--- config.mk ---
export PLATFORM = sky130hd
export DESIGN_NAME = pipe_unscale_flat
export DESIGN_NICKNAME = d
export VERILOG_FILES = /design/src/rtl/pipe_unscale_if.sv /design/src/rtl/pipe_unscale.sv /design/src/flat_wrapper.sv
export SDC_FILE = /design/constraint.sdc
export NUM_CORES = 1
export LEC_CHECK = 0
export ABC_AREA = 1
export CAP_MARGIN = 0
export CORE_UTILIZATION = 60
export CTS_CLUSTER_DIAMETER = 100
export CTS_CLUSTER_SIZE = 20
export DETAILED_ROUTE_END_ITERATION = 10
export GPL_TIMING_DRIVEN = 0
export PLACE_DENSITY_LB_ADDON = 0.05
export SLEW_MARGIN = 20
export SYNTH_ARGS = -nofsm -noshare
export SYNTH_HDL_FRONTEND = slang
export SYNTH_SLANG_ARGS = --single-unit
--- constraint.sdc ---
create_clock -name clk -period 8.7 [get_ports clk]
set_input_delay 1.305 -clock clk [delete_from_list [all_inputs] [get_ports clk]]
set_output_delay 1.305 -clock clk [all_outputs]
set_load 0.02 [all_outputs]
--- src/rtl/pipe_unscale_if.sv ---
// Handshake bundle for pipe_unscale: input pair + coefficient, output pair + per-lane error.
// Signal names follow the block's own view (i_* driven into it, o_* driven by it).
interface pipe_unscale_if #(
    parameter int unsigned WIDTH = 16
);
    logic [1:0]       i_cf;
    logic             i_valid;
    logic             o_ready;
    logic [WIDTH-1:0] i_data0;
    logic [WIDTH-1:0] i_data1;
    logic             o_valid;
    logic             i_ready;
    logic [WIDTH-1:0] o_data0;
    logic [WIDTH-1:0] o_data1;
    logic [1:0]       o_err;

    modport master (
        output i_cf, i_valid, i_data0, i_data1, i_ready,
        input  o_ready, o_valid, o_data0, o_data1, o_err
    );

    modport slave (
        input  i_cf, i_valid, i_data0, i_data1, i_ready,
        output o_ready, o_valid, o_data0, o_data1, o_err
    );
endinterface

--- src/rtl/pipe_unscale.sv ---
// Inverse of the scaling pipe: two lock-stepped restoring dividers recover the pre-scale samples
// and flag any lane whose value was not an exact multiple of the coefficient.
module pipe_unscale #(
    parameter int unsigned WIDTH = 16
) (
    input logic           clk,
    input logic           rst_n,
    pipe_unscale_if.slave bus
);
    localparam int unsigned CntW = $clog2(WIDTH);

    typedef enum logic [1:0] {StIdle, StDiv, StDone} state_e;

    state_e           state_q, state_d;
    logic [CntW-1:0]  cnt_q, cnt_d;
    logic [1:0]       cf_q, cf_d;
    logic [WIDTH-1:0] smp_q [2];
    logic [WIDTH-1:0] smp_d [2];
    logic [WIDTH-1:0] rem_q [2];
    logic [WIDTH-1:0] rem_d [2];
    logic [WIDTH-1:0] quo_q [2];
    logic [WIDTH-1:0] quo_d [2];
    logic [WIDTH-1:0] res_q [2];
    logic [WIDTH-1:0] res_d [2];
    logic [1:0]       err_q, err_d;
    logic             ready_q, ready_d;

    logic [CntW-1:0]  bit_idx;
    logic [WIDTH-1:0] divisor;
    logic [WIDTH-1:0] rem_sh [2];
    logic [WIDTH-1:0] rem_nx [2];
    logic [WIDTH-1:0] quo_nx [2];
    logic             accept;

    assign accept  = (state_q == StIdle) && bus.i_valid && ready_q;
    assign bit_idx = CntW'(WIDTH - 1) - cnt_q;
    assign divisor = {{(WIDTH-2){1'b0}}, cf_q};

    // One restoring-divide step per lane, dividend consumed MSB first.
    always_comb begin
        for (int n = 0; n < 2; n++) begin
            rem_sh[n] = {rem_q[n][WIDTH-2:0], smp_q[n][bit_idx]};
            rem_nx[n] = rem_sh[n];
            quo_nx[n] = {quo_q[n][WIDTH-2:0], 1'b0};
            if (rem_sh[n] >= divisor) begin
                rem_nx[n] = rem_sh[n] - divisor;
                quo_nx[n] = {quo_q[n][WIDTH-2:0], 1'b1};
            end
        end
    end

    always_comb begin
        state_d = state_q;
        cnt_d   = cnt_q;
        cf_d    = cf_q;
        smp_d   = smp_q;
        rem_d   = rem_q;
        quo_d   = quo_q;
        res_d   = res_q;
        err_d   = err_q;
        unique case (state_q)
            StIdle: begin
                if (accept) begin
                    cf_d     = bus.i_cf;
                    smp_d[0] = bus.i_data0;
                    smp_d[1] = bus.i_data1;
                    cnt_d    = '0;
                    rem_d[0] = '0;
                    rem_d[1] = '0;
                    quo_d[0] = '0;
                    quo_d[1] = '0;
                    state_d  = StDiv;
                end
            end
            StDiv: begin
                rem_d = rem_nx;
                quo_d = quo_nx;
                cnt_d = cnt_q + 1'b1;
                if (cnt_q == CntW'(WIDTH - 1)) begin
                    state_d = StDone;
                    // All-zeros/all-ones are markers and bypass the divide.
                    for (int n = 0; n < 2; n++) begin
                        if (smp_q[n] == '0 || smp_q[n] == '1) begin
                            res_d[n] = smp_q[n];
                            err_d[n] = 1'b0;
                        end else if (cf_q == 2'd0) begin
                            res_d[n] = '1;
                            err_d[n] = 1'b1;
                        end else begin
                            res_d[n] = quo_nx[n];
                            err_d[n] = |rem_nx[n];
                        end
                    end
                end
            end
            StDone: begin
                if (bus.i_ready) begin
                    state_d = StIdle;
                end
            end
            default: state_d = StIdle;
        endcase
        ready_d = (state_d == StIdle);
    end

    always_ff @(posedge clk or negedge rst_n) begin
        if (!rst_n) begin
            state_q <= StIdle;
            cnt_q   <= '0;
            cf_q    <= '0;
            smp_q   <= '{default: '0};
            rem_q   <= '{default: '0};
            quo_q   <= '{default: '0};
            res_q   <= '{default: '0};
            err_q   <= '0;
            ready_q <= 1'b0;
        end else begin
            state_q <= state_d;
            cnt_q   <= cnt_d;
            cf_q    <= cf_d;
            smp_q   <= smp_d;
            rem_q   <= rem_d;
            quo_q   <= quo_d;
            res_q   <= res_d;
            err_q   <= err_d;
            ready_q <= ready_d;
        end
    end

    assign bus.o_ready = ready_q;
    assign bus.o_valid = (state_q == StDone);
    assign bus.o_data0 = res_q[0];
    assign bus.o_data1 = res_q[1];
    assign bus.o_err   = err_q;
endmodule
--- src/flat_wrapper.sv ---
// flat-port wrapper written by rule: the top's interface ports become plain ports
module pipe_unscale_flat 
#(
    parameter int unsigned WIDTH = 16
)
  (clk, rst_n, bus_i_cf, bus_i_valid, bus_i_data0, bus_i_data1, bus_i_ready, bus_o_ready, bus_o_valid, bus_o_data0, bus_o_data1, bus_o_err);
  pipe_unscale_if #(.WIDTH(WIDTH)) bus_i ();
  input logic clk;
  input logic rst_n;
  input wire logic [$bits(bus_i.i_cf)-1:0] bus_i_cf;
  input wire logic [$bits(bus_i.i_valid)-1:0] bus_i_valid;
  input wire logic [$bits(bus_i.i_data0)-1:0] bus_i_data0;
  input wire logic [$bits(bus_i.i_data1)-1:0] bus_i_data1;
  input wire logic [$bits(bus_i.i_ready)-1:0] bus_i_ready;
  output wire logic [$bits(bus_i.o_ready)-1:0] bus_o_ready;
  output wire logic [$bits(bus_i.o_valid)-1:0] bus_o_valid;
  output wire logic [$bits(bus_i.o_data0)-1:0] bus_o_data0;
  output wire logic [$bits(bus_i.o_data1)-1:0] bus_o_data1;
  output wire logic [$bits(bus_i.o_err)-1:0] bus_o_err;
  assign bus_i.i_cf = bus_i_cf;
  assign bus_i.i_valid = bus_i_valid;
  assign bus_i.i_data0 = bus_i_data0;
  assign bus_i.i_data1 = bus_i_data1;
  assign bus_i.i_ready = bus_i_ready;
  assign bus_o_ready = bus_i.o_ready;
  assign bus_o_valid = bus_i.o_valid;
  assign bus_o_data0 = bus_i.o_data0;
  assign bus_o_data1 = bus_i.o_data1;
  assign bus_o_err = bus_i.o_err;
  pipe_unscale #(.WIDTH(WIDTH)) u_core (.clk(clk), .rst_n(rst_n), .bus(bus_i));
endmodule
* Word-level counts from Yosys, hierarchy flattened
Cells that the tools add are included.
** Operators by class
- Magnitude comparators :: 3
- Add/sub/neg operators :: 4
- Reductions and logical operators :: 15
- Mux-type cells :: 25
- Eq/ne operators :: 6
** Operators with widths (number)
- 31-bit case mux with 2 select lines :: 2
- 16-bit two-way mux :: 6
- 16-bit equality test (second input constant) :: 2
- 16-bit by 2-bit >= comparator with 1-bit output :: 2
- 16-bit logical NOT :: 2
- 16-bit OR reduction :: 2
- 16-bit by 2-bit subtractor with 16-bit output :: 2
- 31-bit two-way mux :: 1
- 1-bit binary-select mux with 4-bit select :: 2
- 1-bit two-way mux :: 8
- 4-bit case mux with 2 select lines :: 1
- 2-bit logical NOT :: 3
- 2-bit two-way mux :: 3
- 2-bit case mux with 3 select lines :: 1
- 2-bit AND reduction :: 3
- 4-bit by 5-bit < comparator with 1-bit output (second input constant) :: 1
- 4-bit by 1-bit adder with 4-bit output (second input constant) :: 1
- 4-bit equality test (second input constant) :: 1
- 4-bit two-way mux :: 1
- 4-bit subtractor (first input constant) :: 1
- 2-bit by 1-bit equality test with 1-bit output (second input constant) :: 1
- 2-bit equality test (second input constant) :: 1
- 1-bit logical AND :: 2
- 1-bit logical OR :: 2
- 2 further kinds :: 2
** Word-level totals
- Word-level logic and storage cells :: 66
- Bits of input ports :: 38
- Flip-flop bits (word level) :: 135

* Longest topological paths before layout
- Depth after elaboration :: 8
- Mapped depth :: 26
- Depth with buffers taken out :: 25

* Worst setup path after synthesis
No wires, ideal clock.
- Path type :: register -> register
- Start :: register u_core.cnt_q[1]
- End :: register u_core.err_q[1], in the netlist u_core.bus.o_err[1]
- Path buffers :: 2
- Cell stages (with the launch flop) :: 25
- Data required time :: 8.583 ns
- Arrival :: 2.731 ns
- Slack :: 5.853 ns
- Period minus slack after synthesis :: 2.847 ns
- Cells stage by stage :: dfrtp_1 buf_4 nor2_1 nand3_1 nand2_1 nor2_1 o21ai_0 nand2_1 inv_1 ha_1 inv_1 fa_1 inv_1 nand2_2 nor2_4 nand3_4 buf_6 nand2_2 nand2_1 nor2_1 nand2_1 nor2_1 nand2_1 nand2_1 nand2_1
** Between the ends
- Cells in the longest elaborated chain, start to end :: 8
** Ends and longest elaborated chain
- start: declaration :: RTL line pipe_unscale.sv:15 : logic [CntW-1:0] cnt_q, cnt_d;
- start signal: assignment :: RTL line pipe_unscale.sv:119 : cnt_q <= cnt_d;
- 4-bit subtractor :: RTL line pipe_unscale.sv:36 : assign bit_idx = CntW'(WIDTH - 1) - cnt_q;
- 1-bit binary-select mux with 4-bit select :: RTL line pipe_unscale.sv:42 : rem_sh[n] = {rem_q[n][WIDTH-2:0], smp_q[n][bit_idx]};
- 1-bit two-way mux (implied by the code) :: RTL line pipe_unscale.sv:42
- 16-bit by 2-bit subtractor with 16-bit output / 16-bit by 2-bit >= comparator with 1-bit output (equally long branches) :: RTL line pipe_unscale.sv:46, pipe_unscale.sv:45
- 16-bit two-way mux :: RTL line pipe_unscale.sv:45 : if (rem_sh[n] >= divisor) begin
- 16-bit OR reduction :: RTL line pipe_unscale.sv:91 : err_d[n] = |rem_nx[n];
- 1-bit two-way mux :: RTL line pipe_unscale.sv:86 : end else if (cf_q == 2'd0) begin
- 1-bit two-way mux :: RTL line pipe_unscale.sv:83 : if (smp_q[n] == '0 || smp_q[n] == '1) begin
- end signal: assignment :: RTL line pipe_unscale.sv:125 : err_q <= err_d;
- end: declaration :: RTL line pipe_unscale.sv:25 : logic [1:0] err_q, err_d;
Parallel ways exist; a longest one is shown, timed or not. The select of a mux whose other input is x is not followed.
A chain may end at the register's enable or synchronous reset.

* Worst setup path in the final report
- Start :: register u_core.cnt_q[0]
- End :: register u_core.err_q[0], in the netlist u_core.bus.o_err[0]
Same word-level chain as after synthesis.

==> summary.txt <==
Global routing
  • Pin count of the biggest net entering global routing: 87
  • Total global-route track usage: between 30% and 40%
  • Overflow after GRT: 0
  • Vias in the first global route: 6188
  • First-pass GRT wire length: 29.4 mm
  • Initial antenna violation count: 0

Pwr
  • Cell area power density: 408 mW/mm2
  • Gate power share: 47.1%
  • Switching share of power: between 40 and 50%
  • Leak Pwr: 4.09 nW
  • Max IR drop VDD: around 0.24 mV
  • Flop pwr share: 33.5%
  • Design internal power: 0.00189 W
  • Clock network power share: 19.4%
  • Sw Pwr: 0.00151 W

Timing
  • RSZ-0062 raised after global routing: false
  • Slew Viols, Final: 0
  • Period utilization: 41.5%
  • Final min period: 3.61 ns
  • Worst-Margin Slew: 0.593 ns
  • Clock Skew: 0.00767 ns
  • Sum Neg Setup Slack: 0 ns
  • Max Clk Rate: 277 MHz
  • Final Hold Viols: 0
  • Final-report setup violation count: 0
  • Relative slew slack: 60.5%

Setup path
  • Setup CP Type: register to register
  • Delay of the slowest critical-path stage: 0.47 ns
  • Most Frequent Cell on Critical Path: nand2_1
  • Crit-path cells: inv_1, buf_2, nand2_1, nand3_1, nand3_1, nand2_1, nand2_1, inv_1, ha_1, inv_1, fa_1, inv_1, nand2_4, nor2_8, nand3_4, buf_6, nand2_1, nand2_1, nor2_1, nand3_1, o21bai_1, nand2_1
  • Arrival time at the worst endpoint: 3.92 ns
  • Worst Path Required: 9.00 ns
  • Worst path top cell family by delay: simple AND/OR/NAND/NOR gates
  • Critical Path Fanout Max: 10
  • Slowest stage cell, crit path: fa_1
  • Crit start category: register
  • Worst path bufs/invs: 6
  • Crit end category: register

Floorplan
  • Num rows: 38
  • Die area: 0.0119 mm2
  • I/O pin total: 74
  • Placeable Area: 0.0110 mm2
  • Die Height: about 110 um
  • Die width: 109 um
  • Initial core utilization: between 60% and 70%

Synthesis
  • Most frequent cell after synthesis: nand2_1
  • Area share of the largest cell type after synthesis: between 40% and 50%
  • Synth Instances: 847
  • Post-synth EDFFs: 0
  • YS warnings: 0
  • Top post-synthesis cells by count: nand2_1 (205), dfrtp_1 (135), inv_1 (109)
  • Prevailing post-synth register cell: dfrtp_1
  • Yosys top cell by area: dfrtp_1
  • Top post-synthesis cells by area: dfrtp_1 (49%), nand2_1 (11%), inv_1 (6.0%), nor2_1 (5.8%), o22ai_1 (4.7%)
  • Syn Std Cell Area: 0.00686 mm2
  • Syn_area_per_cell: a little over 8 um2
  • Syn_nets: about 900
  • Yosys reg bits: about 140
  • Register area share after synthesis: between 40 and 50%
  • Count of cell types in the netlist: 42
  • Ys async rst share: 100%

Clock network
  • Postcts setup bufs: 0
  • CTS tree: done
  • CTS sink cnt: 135
  • Worst skew pair latency: about 0.42 ns
  • Clock root cell: clkbuf_16
  • Reg clk slew, reported paths: about 0.06 ns
  • Total CTS buffers: 17
  • Resized Gates After CTS: 0
  • Hold Buf Count CTS: 0
  • H-Tree Level Count: 4
  • CTS max path bufs: 2

Outcome
  • Status: finished, final reports clean

Min path
  • Hold Path Class: register to register

Placement
  • Post-DP HPWL: 12.5 mm
  • Routability cong.: 0.924
  • Input/output buffers: 73

Detailed routing
  • Routed wire length: 17.8 mm
  • Post-DRT Antenna Nets: 0
  • DR pass1 iterations: 5
  • DR DRC count: 0
  • Via count: 6242
  • Routed len/inst: ~16 um
  • Vias per cell: 5.72
  • Iter 0 DRT Violations: 594

Cells and area
  • Final #Nets: between 900 and 1k
  • Util after Layout: 76.0%
  • N_diodes: 0
  • Layout overhead on the synthesized area: 21.6%
  • Share of cells above drive strength 1: 9.66%

Run
  • Max-Cap Viols: 0
==> per-layer routing <==
metal	GRT usage (%)	part of all wire, %	vias to the layer above
met5	0	0	-
met4	11.8	2.0	0
met3	8.07	5.9	36
met2	53.3	49	226
met1	42.4	43	3000
li1	-	-	2980
==> sequential cells by signal, summed over array words and instances, names as in the netlist <==
name	flops
u_core.bus.o_err	2
u_core.state_q	2
u_core.rem_q	30
u_core.smp_q	32
u_core.cnt_q	4
u_core.bus.o_data0	16
u_core.cf_q	2
u_core.quo_q	30
u_core.bus.o_data1	16
u_core.bus.o_ready	1
==> stage by stage <==
| step | area (um2) | total power (W) | std cells | setup slack (ns) | hold slack, ns |
|---|---|---|---|---|---|
| finish | 8340 | 0.00341 | 1092 | 5.09 | 0.476 |
| global route | 8340 | 0.00366 | 1092 | 4.77 | 0.501 |
| CTS | 8340 | 0.00339 | 1092 | 5.11 | 0.482 |
| detailed placement | 7800 | 0.00271 | 1061 | 5.16 | 0.466 |
| global placement | 7770 | 0.00265 | 1060 | 1.14 | 0.468 |
| floorplan | 6860 | 0.00220 | 847 | 5.85 | 0.448 |
==> worst paths after layout <==
| check | slack [ns] | from | end | cells past startpoint |
|---|---|---|---|---|
| worst min-delay path | 0.48 | u_core.bus.o_data1[6]$_DFFE_PN0P_ | u_core.bus.o_data1[6]$_DFFE_PN0P_ | 2 |
| max in group asynchronous | 7.16 | rst_n | u_core.bus.o_data0[12]$_DFFE_PN0P_ | 2 |
| worst min register to register | 0.48 | u_core.bus.o_data1[6]$_DFFE_PN0P_ | u_core.bus.o_data1[6]$_DFFE_PN0P_ | 2 |
| worst max-delay path | 5.09 | u_core.cnt_q[0]$_DFFE_PN0P_ | u_core.bus.o_err[0]$_DFFE_PN0P_ | 22 |
| worst max register to register | 5.09 | u_core.cnt_q[0]$_DFFE_PN0P_ | u_core.bus.o_err[0]$_DFFE_PN0P_ | 22 |
| min in group asynchronous | 0.79 | rst_n | u_core.rem_q[9]$_DFFE_PN0P_ | 1 |
==> worst register-to-register path: cells and delay by family, from the launching register on <==
kind | cells | cell delay (ns)
AOI/OAI and AO/OA | 1 | 0.20
and+or+nand+nor | 13 | 1.32
DFF | 1 | 0.45
buffers and inverters | 6 | 0.90
adders and majority gates | 2 | 0.61
==> power by group through the flow <==
stage	logic, W	clock network, W	registers, W
after floorplan	0.00104	0	0.00116
after global placement	0.00152	0	0.00112
after detailed placement	0.00157	0	0.00114
after CTS	0.00159	0.000664	0.00113
after global routing	0.00180	0.000691	0.00117
final	0.00161	0.000661	0.00114
==> layout by cell type (no fill, tap or decap), types with 31 or more instances in the layout <==
cell type / instances
inv_1: 109
nand3_1: 38
clkdlybuf4s50_1: 72
o22ai_1: 52
nand2_1: 205
a21oi_1: 31
o21ai_0: 43
nor2_1: 106
dfrtp_1: 135
==> cell families after synthesis <==
kind of cell	count (synthesis)	synth area share [%]
AND/OR/NAND/NOR	394	24.9
AO/OA/AOI/OAI	149	13.0
buffers and inverters	146	8.82
flip-flops	135	49.2
multiplexers	13	2.13
adder cells (fa/ha/maj)	7	1.49
XOR/XNOR	3	0.383
==> cell type report <==
cell class / count / area (um2)
inverter: 112 / 423
timing repair buffer: 74 / 763
clock buffer: 19 / 443
buffer: 34 / 183
clock inverter: 12 / 98.8
sequential: 135 / 3380
tap: 140 / 175
fill: 772 / 2640
multi-input combinational: 566 / 2880
No activity file was read; power rests on OpenSTA's default activity.
